--- config.mk ---
export PLATFORM = sky130hd
export DESIGN_NAME = counter_bank
export DESIGN_NICKNAME = d
export VERILOG_FILES = /design/src/rtl/counter_bank.sv
export SDC_FILE = /design/constraint.sdc
export NUM_CORES = 1
export LEC_CHECK = 0
export ABC_AREA = 1
export CAP_MARGIN = 20
export CORE_MARGIN = 2
export CORE_UTILIZATION = 40
export CTS_BUF_LIST = sky130_fd_sc_hd__clkbuf_8
export DETAILED_ROUTE_END_ITERATION = 16
export PLACE_DENSITY_LB_ADDON = 0.3
export SLEW_MARGIN = 25
export SYNTH_ARGS = -nofsm -noshare
export SYNTH_HDL_FRONTEND = slang
export SYNTH_SLANG_ARGS = --single-unit
--- constraint.sdc ---
create_clock -name sys_clk -period 1.3 [get_ports sys_clk]
set_input_delay 0.26 -clock sys_clk [delete_from_list [all_inputs] [get_ports sys_clk]]
set_output_delay 0.26 -clock sys_clk [all_outputs]
set_load 0.02 [all_outputs]
--- src/rtl/counter_bank.sv ---
// ============================================================================
// Module      : counter_bank
// Description : N_CH independent counters. Each channel has a prescaler,
//               manual up/down steps, auto-count direction, wrap/saturate mode,
//               compare/zero flags and terminal-count pulses.
//               Optional snapshot bank enabled by COUNTER_BANK_SNAPSHOT_EN.
// Revision    : 1.0 - initial release
// ============================================================================
`timescale 1ns/1ps
`default_nettype none

module counter_bank #(
  parameter int N_CH      = 2,
  parameter int WIDTH     = 8,
  parameter int DIV_WIDTH = 24
) (
  input  logic                      sys_clk,
  input  logic                      reset,
  input  logic [N_CH-1:0]           ch_clear,
  input  logic [N_CH-1:0]           ch_enable,
  input  logic [N_CH-1:0]           ch_auto_dn,
  input  logic [N_CH-1:0]           ch_sat,
  input  logic [N_CH-1:0]           ch_up,
  input  logic [N_CH-1:0]           ch_down,
  input  logic [N_CH*DIV_WIDTH-1:0] div_reload,
  input  logic [N_CH*WIDTH-1:0]     cmp_val,
  input  logic                      snap,
  output logic [N_CH*WIDTH-1:0]     count,
  output logic [N_CH*WIDTH-1:0]     snap_count,
  output logic [N_CH-1:0]           eq_zero,
  output logic [N_CH-1:0]           eq_cmp,
  output logic [N_CH-1:0]           tc_up,
  output logic [N_CH-1:0]           tc_dn
);

  localparam logic [WIDTH-1:0] CNT_MAX = '1;

  for (genvar i = 0; i < N_CH; i++) begin : g_ch
    logic [DIV_WIDTH-1:0] div;
    logic                 tick;
    logic [WIDTH-1:0]     cnt;
    logic [WIDTH-1:0]     cnt_next;
    logic                 step_up;
    logic                 step_dn;
    logic                 tcu_next;
    logic                 tcd_next;
    logic                 tcu_r;
    logic                 tcd_r;
    logic                 eqz_r;
    logic                 eqc_r;

    // Priority: clear > manual up > manual down > enabled auto tick.
    always_comb begin
      step_up  = ch_up[i] | (~ch_down[i] & tick & ch_enable[i] & ~ch_auto_dn[i]);
      step_dn  = ~ch_up[i] & (ch_down[i] | (tick & ch_enable[i] & ch_auto_dn[i]));
      cnt_next = cnt;
      tcu_next = 1'b0;
      tcd_next = 1'b0;
      if (ch_clear[i]) begin
        cnt_next = '0;
      end else if (step_up) begin
        if (cnt == CNT_MAX) begin
          tcu_next = 1'b1;
          cnt_next = ch_sat[i] ? CNT_MAX : '0;
        end else begin
          cnt_next = cnt + 1'b1;
        end
      end else if (step_dn) begin
        if (cnt == '0) begin
          tcd_next = 1'b1;
          cnt_next = ch_sat[i] ? '0 : CNT_MAX;
        end else begin
          cnt_next = cnt - 1'b1;
        end
      end
    end

    always_ff @(posedge sys_clk) begin
      if (reset) begin
        div   <= '0;
        tick  <= 1'b0;
        cnt   <= '0;
        tcu_r <= 1'b0;
        tcd_r <= 1'b0;
        eqz_r <= 1'b0;
        eqc_r <= 1'b0;
      end else begin
        if (div == '0) begin
          div  <= div_reload[i*DIV_WIDTH +: DIV_WIDTH];
          tick <= 1'b1;
        end else begin
          div  <= div - 1'b1;
          tick <= 1'b0;
        end
        cnt   <= cnt_next;
        tcu_r <= tcu_next;
        tcd_r <= tcd_next;
        eqz_r <= (cnt == '0);
        eqc_r <= (cnt == cmp_val[i*WIDTH +: WIDTH]);
      end
    end

    assign count[i*WIDTH +: WIDTH] = cnt;
    assign tc_up[i]   = tcu_r;
    assign tc_dn[i]   = tcd_r;
    assign eq_zero[i] = eqz_r;
    assign eq_cmp[i]  = eqc_r;
  end

`ifdef COUNTER_BANK_SNAPSHOT_EN
  // Captures the pre-update counts of all channels on the same edge.
  logic [N_CH*WIDTH-1:0] snap_r;

  always_ff @(posedge sys_clk) begin
    if (reset) begin
      snap_r <= '0;
    end else if (snap) begin
      snap_r <= count;
    end
  end

  assign snap_count = snap_r;
`else
  logic unused_snap;
  assign unused_snap = snap;
  assign snap_count  = '0;
`endif

endmodule

`default_nettype wire

# Yosys cells after proc, flatten, opt, wreduce, memory -nomap -nowiden
# Cells that the tools add are included.
totals:
  output_inout_bits: 40
  regBits: 74
  wordCells: 82
classes:
  muxes: 20
  n_eq_ne: 4
  bitwise_logic: 26
  reduce_logical: 12
  addsub: 6
ops:
  columns: ["op", "count"]
  rows:
  - ["$mux W8", 12]
  - ["$logic_not A24 Y1", 2]
  - ["$mux W24", 2]
  - ["$sub A24 B1 Y24 const B", 2]
  - ["$add A8 B1 Y8 const B", 2]
  - ["$eq A8 B8 Y1", 2]
  - ["$eq A8 B8 Y1 const B", 2]
  - ["$logic_not A8 Y1", 2]
  - ["$sub A8 B1 Y8 const B", 2]
  - ["$and A1 B1 Y1", 12]
  - ["$not A1 Y1", 10]
  - ["$reduce_or A4 Y1", 2]
  - ["$mux W1", 6]
  - ["$reduce_or A3 Y1", 2]
  - ["$or A1 B1 Y1", 4]
  - ["$reduce_bool A2 Y1", 2]
  - ["$reduce_or A2 Y1", 2]

# Longest topological paths before layout
# Gate-level depths: netlist (run 1).
depth:
  word_depth: 7
  mapped_depth: 10
  depth_no_buf: 9

# Least setup slack after synthesis (run 1)
# OpenSTA, ideal clock, no wires.
synth_timing:
  path_type: "reg-to-reg"
  startpoint: "reg g_ch[1].cnt[0]"
  endpoint: "reg g_ch[1].cnt[2]"
  required_ns: 1.230
  setup_slack_ns: -0.288
  arrival_ns: 1.518
  path_stages_with_launch: 10
  setup_time_ns: 0.070
  cell_sequence: "dfxtp_1 inv_1 ha_1 nand2_1 inv_1 nand2_1 o21ai_0 nand2_1 o21ai_1 a21oi_1"
synth_via:
  elab_chain_len: 4
  word_cells_on_any_way: 8
synth_lines:
  columns: ["element", "line_no", "source"]
  rows:
  - ["start: declaration", "41", "logic [WIDTH-1:0] cnt;"]
  - ["start signal: assignment", "95", "cnt <= cnt_next;"]
  - ["$sub A8 B1 Y8 / $logic_not A8 Y1 (equally long branches)", "73, 69", null]
  - ["$mux W8", "69", "if (cnt == '0) begin"]
  - ["$mux W8", "68", "end else if (step_dn) begin"]
  - ["$mux W8 (*)", "61", "end else if (step_up) begin"]
# Every way passes the cells marked *; elsewhere a longest branch is shown, timed or not. The select of a mux whose other input is x is not followed.
# A chain may end at the register's enable or synchronous reset.

# Final worst setup path (run 1)
layout_timing:
  startpoint: "reg g_ch[0].div[10]"
  endpoint: "reg g_ch[0].div[12]"
layout_via:
  elab_chain_len: 2
  word_cells_on_any_way: 3
layout_lines:
  columns: ["element", "line_no", "source"]
  rows:
  - ["start: declaration", "39", "logic [DIV_WIDTH-1:0] div;"]
  - ["start signal: assignment", "89", "div <= div_reload[i*DIV_WIDTH +: DIV_WIDTH];"]
  - ["start signal: assignment", "92", "div <= div - 1'b1;"]
  - ["$sub A24 B1 Y24 / $logic_not A24 Y1 (equally long branches)", "92, 88", null]
  - ["$mux W24 (*)", "88", "if (div == '0) begin"]
# Every way passes the cells marked *; elsewhere a longest branch is shown, timed or not.

==> reports/metrics.yaml, run 1 <==
floorplanning:
  die_h_um: 117.8
  dieArea_um2: 13880
  start_util_pct: 41.05
  fp.dieW_um: 117.8
  ioPinCount: 119
  num_rows: 41
  fp.coreArea_um2: 12620
yosys:
  synth_edf_count: 0
  synthArstFlopShare_pct: 0
  syn-instance-count: 809
  netlist_area_um2: 5180
  yosysSeqAreaShare_pct: 28.60
  ys.flop_type: "dfxtp_1"
  yosys_warnings: 0
  synth.distinct_cells: 37
  ys_ff_latch: 74
  avgSynthCellArea_um2: 6.403
cts:
  tritoncts: "built"
  clockBufferDepth: 2
  path_clk_slew_ps: 90
  worstSkewPairLatency_ps: 370
  cts-root-buf: "clkbuf_8"
  postCtsHoldBufs: 0
  clkSinkCount: 74
  h-tree-depth: 3
  cts_made_buffers: 9
critical_path:
  startpoint: "g_ch[0].div[10]"
  path_common_cell: "buf_12"
  cp_max_fo: 6
  crit_end: "g_ch[0].div[12]"
  crit_path_end_kind: "flop"
  path_class: "flop to flop"
  r2r_slack_ps: -210
  worst_r2r_path_depth: 8
  path_cells: "nor2_2 -> nand2_1 -> nor2_4 -> nand3_4 -> buf_12 -> buf_12 -> o21ai_2 -> a21oi_1"
  r2r-start: "g_ch[0].div[10]"
  max_stage_delay_ps: 350
  required_ps: 1560
  r2r-end: "g_ch[0].div[12]"
  crit_path_start_kind: "flop"
  worstPathArrival_ps: 1770
  slowest_stage: "dfxtp_1"
layout:
  area_growth_pct: 73.53
  mostFrequentLayoutCell: "nand2_1"
  layout_common_cells: "nand2_1 (139), buf_4 (134), nor2_1 (78)"
  nets: 1154
  diodes: 0
  drive_gt1_share_pct: 43.74
  stdcell_count: 1242
global_route:
  antenna_found_initial: 0
  grt-ovfl-total: 0
  grt_pass1_wl_mm: 25.99
  grt_pass1_vias: 5750
  grt_max_degree: 25
  grt_usage_pct: 22.72
timing:
  skew_ps: 12.91
  slew_violations: 0
  timing.final.ws_setup_ps: -210.5
  setup_viol: 64
  fin_crit_sh_pct: 116.2
  rsz0062_at_grt: "true"
  max_freq_mhz: 662.0
  fin_crit_ps: 1511
  hold_slack_ps: 480.9
  finalHoldViolCount: 0
route:
  first_iter_violations: 285
  drtPass1Iterations: 4
  routed_via_density: 4.923
  routed_wirelength_mm: 17.12
  drcViolationCount: 0
  via_count: 6114
  ant_nets: 0
  wl_per_cell_um: 13.78
placement:
  io_buffers: 101
  place_inst: 1198
  dp_hpwl_mm: 11.25
  gp_congestion: 0.9038
power_and_ir_drop:
  ir_worst_vdd_mv: 1.535
  power.density_nw_per_um2: 1847
  p_leak_nw: 4.143
  fin_total_pwr_w: 0.01661
run_status:
  violations: "setup timing"
  status: "finished, violations left"
min_path:
  min_path_type: "input port to flop"
run:
  maxCapViolations: 0
[worst min path at each step]
stage                    from             end  slack [ps]  depth (start not counted)
2_1_floorplan  div_reload[30]  g_ch[1].div[6]         380                          2
3_3_place_gp   g_ch[1].cnt[6]  g_ch[1].cnt[6]         510                          2
3_5_place_dp   g_ch[1].cnt[6]  g_ch[1].cnt[6]         510                          2
4_1_cts         div_reload[8]  g_ch[0].div[8]         460                          3
5_1_grt        div_reload[26]  g_ch[1].div[2]         460                          3
6_report       div_reload[27]  g_ch[1].div[3]         480                          3
[through the flow]
stage | TNS [ps] | util, % | setup WS, ps | instance area (µm²)
2_1_floorplan | -36.84 | - | -17.90 | 5368
6_report | -6494 | 71.23 | -210.5 | 8989
4_1_cts | -4247 | 64.78 | -115.3 | 8175
3_3_place_gp | -10710 | 59.09 | -311.1 | 7457
5_1_grt | -12230 | 71.23 | -267.8 | 8989
3_5_place_dp | -11530 | 59.09 | -328.8 | 7457
[sequential cells by signal, indices dropped and copies added, names as in the netlist]
signal and count:
g_ch.div 48, g_ch.tcu_r 2, g_ch.tick 2, g_ch.cnt 16, g_ch.eqz_r 2, g_ch.eqc_r 2, g_ch.tcd_r 2
[layout make-up]
cell class | count | area, µm²
clock buffer | 9 | 123.9
clock inverter | 7 | 75.07
fill | 962 | 3631
inverter | 78 | 312.8
multi-input combinational | 623 | 4109
sequential | 74 | 1553
tap | 172 | 215.2
timing repair buffer | 279 | 2600
[metal layers]
metal  GRT usage, %  wire length, µm  vias to the layer above
met3          4.990              852                       41
met1          26.80             7095                     2812
met4          9.864              489                        0
met5              0                0                        -
met2          39.50             8679                      174
li1               -                -                     3087
[critical path, delay by kind of cell, from the launching register on]
kind	cells	cell delay, ps
buf+inv	2	300
simple gates	4	540
compound gates	2	200
flops	1	350
[logic make-up (layout without fill, tap and decap cells)]
group,count (synthesis),in the layout,synth area share (%)
compound gates,130,130,13.62
xor+xnor,43,43,7.271
fa+ha+maj,10,10,2.415
buf+inv,127,373,12.20
flops,74,74,28.60
other cells,1,16,0.07239
simple gates,424,424,35.82
[Yosys cell counts (7+ instances only)]
cell,number,area [µm²]
xnor2_1,12,105.1
buf_2,8,40.04
nor3_1,10,50.05
a21oi_1,47,235.2
buf_4,26,195.2
xor2_1,31,271.5
o21ai_0,51,255.2
nor2_1,131,491.7
ha_1,10,125.1
inv_1,72,270.3
clkbuf_1,7,26.28
dfxtp_1,74,1481
nand4_1,14,87.58
o21ai_1,19,95.09
nor2_2,12,75.07
nand2_1,176,660.6
nand3_1,62,310.3
[repair_timing]
action,4_1_cts,5_1_grt
gates resized for setup,225,191
endpoints found under the setup margin,91,81
setup buffers,16,12
cloned,1,3
endpoints found under the hold margin,0,0
pin swaps,40,78
[where the power goes]
group          switching (W)  leakage, nW  internal, W
combinational        0.00584         3.42      0.00543
clock               0.000987        0.101     0.000901
sequential          0.000565        0.621      0.00289
(Power assumes the default switching activity.)
==> run 2, diff against run 1 <==
==> constraint.sdc (replaced) <==
create_clock -name sys_clk -period 1.3 [get_ports sys_clk]
set_input_delay 0.26 -clock sys_clk [delete_from_list [all_inputs] [get_ports sys_clk]]
set_output_delay 0.26 -clock sys_clk [all_outputs]
set_load 0.05 [all_outputs]
==> reports/metrics.yaml, run 2 (synthesis gave the netlist of run 1 again) <==
run_status:
  status: "finished, violations left"  # unchanged
  violations: "setup timing"  # unchanged
layout:
  area_growth_pct: 81.06  # was 73.53%
  layout_common_cells: "buf_4 (151), nand2_1 (142), nor2_1 (77), clkdlybuf4s50_1 (77), inv_1 (58)"  # was nand2_1 (139), buf_4 (134), nor2_1 (78)
  drive_gt1_share_pct: 45.02  # was 43.74%
  stdcell_count: 1257  # was 1242
  top_register: "g_ch.div"  # unchanged
  largest_reg_flops: 48  # unchanged
  fin_area_um2: 9379  # was 8989 µm²
  mostFrequentLayoutCell: "buf_4"  # was nand2_1
  reg_top3: "g_ch.div: 48 flops, g_ch.cnt: 16 flops"  # unchanged
  nets: 1168  # was 1154
floorplanning:
  dieArea_um2: 13880  # unchanged
  fp.dieW_um: 117.8  # unchanged
  ioPinCount: 119  # unchanged
  die_h_um: 117.8  # unchanged
  fp.coreArea_um2: 12620  # unchanged
  num_rows: 41  # unchanged
  start_util_pct: 41.05  # unchanged
timing:
  rsz0062_at_grt: "true"  # unchanged
  hold_slack_ps: 464.6  # was 480.9 ps
  fin_crit_sh_pct: 117.2  # was 116.2%
  skew_ps: 15.39  # was 12.91 ps
  finalHoldViolCount: 0  # unchanged
  slew_violations: 0  # unchanged
  timing.final.ws_setup_ps: -223.2  # was -210.5 ps
  fin_crit_ps: 1523  # was 1511 ps
  setup_viol: 69  # was 64
  max_freq_mhz: 656.5  # was 662.0 MHz
route:
  first_iter_violations: 368  # was 285
  drtPass1Iterations: 5  # was 4
  routed_via_density: 4.947  # was 4.923
  drcViolationCount: 0  # unchanged
  ant_nets: 0  # unchanged
  via_count: 6218  # was 6114
  routed_wirelength_mm: 17.57  # was 17.12 mm
  wl_per_cell_um: 13.98  # was 13.78 µm
placement:
  dp_hpwl_mm: 11.37  # was 11.25 mm
  place_area_um2: 7666  # was 7457 µm²
  place_ws_ps: -390.6  # was -328.8 ps
  place_inst: 1188  # was 1198
  io_buffers: 101  # unchanged
  gp_congestion: 0.8829  # was 0.9038
global_route:
  grt-ovfl-total: 0  # unchanged
  antenna_found_initial: 1  # was 0
  grt_max_degree: 25  # unchanged
  grt_pass1_wl_mm: 26.70  # was 25.99 mm
  grt_usage_pct: 23.37  # was 22.72%
  grt_pass1_vias: 5807  # was 5750
cts:
  h-tree-depth: 3  # unchanged
  clockBufferDepth: 2  # unchanged
  tritoncts: "built"  # unchanged
  clkSinkCount: 74  # unchanged
  cts-root-buf: "clkbuf_8"  # unchanged
  postCtsHoldBufs: 0  # unchanged
  worstSkewPairLatency_ps: 380  # was 370 ps
  cts_made_buffers: 9  # unchanged
  path_clk_slew_ps: 70  # was 90 ps
min_path:
  min_path_type: "input port to flop"  # unchanged
  hold-path-cell-count: 3  # unchanged
critical_path:
  crit_path_start_kind: "flop"  # unchanged
  worst_r2r_path_depth: 9  # was 8
  crit_family: "simple AND/OR/NAND/NOR gates"  # unchanged
  max_stage_delay_ps: 340  # was 350 ps
  cp_num_buf_inv: 2  # unchanged
  path_class: "flop to flop"  # unchanged
  crit_cells: 9  # was 8
  slowest_stage: "dfxtp_2"  # was dfxtp_1
  path_common_cell: "nor2_1"  # was buf_12
  crit_path_end_kind: "flop"  # unchanged
  required_ps: 1570  # was 1560 ps
  path_cells: "nor2_4 -> nand2_4 -> nor3_4 -> nand3_4 -> buf_12 -> nor2_1 -> nor2_1 -> nand2_1 -> inv_1"  # was nor2_2 -> nand2_1 -> nor2_4 -> nand3_4 -> buf_12 -> buf_12 -> o21ai_2 -> a21oi_1
  cp_max_fo: 7  # was 6
  worstPathArrival_ps: 1790  # was 1770 ps
run:
  maxCapViolations: 0  # unchanged
power_and_ir_drop:
  p_switching_w: 0.007549  # was 0.007390 W
  internal_power_w: 0.009466  # was 0.009216 W
  swShare_pct: 44.37  # was 44.50%
  p_comb_share_pct: 68.8  # was 67.8%
  power.density_nw_per_um2: 1814  # was 1847 nW/µm²
  ir_worst_vdd_mv: 1.664  # was 1.535 mV
  fin_total_pwr_w: 0.01701  # was 0.01661 W
  pwr-share-clk_pct: 10.7  # was 11.4%
  power_frac_seq_pct: 20.5  # was 20.8%
  p_leak_nw: 4.267  # was 4.143 nW
[run 2: worst paths after layout]
path / start / end / slack (ps)
max: g_ch[1].div[19] / g_ch[1].div[21] / -220
min reg2reg: g_ch[0].div[0] / g_ch[0].div[0] / 530
min: div_reload[30] / g_ch[1].div[6] / 460
max reg2reg: g_ch[1].div[19] / g_ch[1].div[21] / -220
[run 2: per-stage QoR]
| stage | utilization, % | setup TNS (ps) |
|---|---|---|
| 4_1_cts | 68.96 | -5552 |
| 3_3_place_gp | 60.75 | -11890 |
| 3_5_place_dp | 60.75 | -12720 |
| 2_1_floorplan | - | -424.7 |
| 6_report | 74.32 | -8486 |
| 5_1_grt | 74.32 | -13600 |
[run 2: timing repair]
action	CTS	global route
buffers inserted	40	10
pin swaps	49	73
endpoints found under the setup margin	74	79
endpoints found under the hold margin	0	0
resized for setup	163	144
cloned	2	3
[run 2: layout make-up]
type | count | area, µm²
fill | 895 | 3241
antenna | 1 | 2.502
clock inverter | 7 | 68.82
tap | 172 | 215.2
sequential | 74 | 1555
timing repair buffer | 293 | 2978
multi-input combinational | 623 | 4120
inverter | 78 | 315.3
clock buffer | 9 | 123.9
[run 2: power groups by stage]
stage | combinational, W | clock (W) | sequential, W
after global routing | 0.0126 | 0.00198 | 0.00354
after global placement | 0.00852 | 0 | 0.00335
after detailed placement | 0.00867 | 0 | 0.00337
after floorplan | 0.00513 | 0 | 0.00345
after CTS | 0.0102 | 0.00188 | 0.00339
final | 0.0117 | 0.00182 | 0.00348
[run 2: tightest hold or removal path: cells and delay by family]
family / cells / cell delay, ps
simple gates: 2 / 130
buf+inv: 1 / 400
[run 2: per-layer routing]
metal / GRT usage [%] / part of all wire, %
met5: 0 / 0
met4: 7.831 / 1.9
met3: 5.717 / 4.6
met2: 41.57 / 53
met1: 27.35 / 41
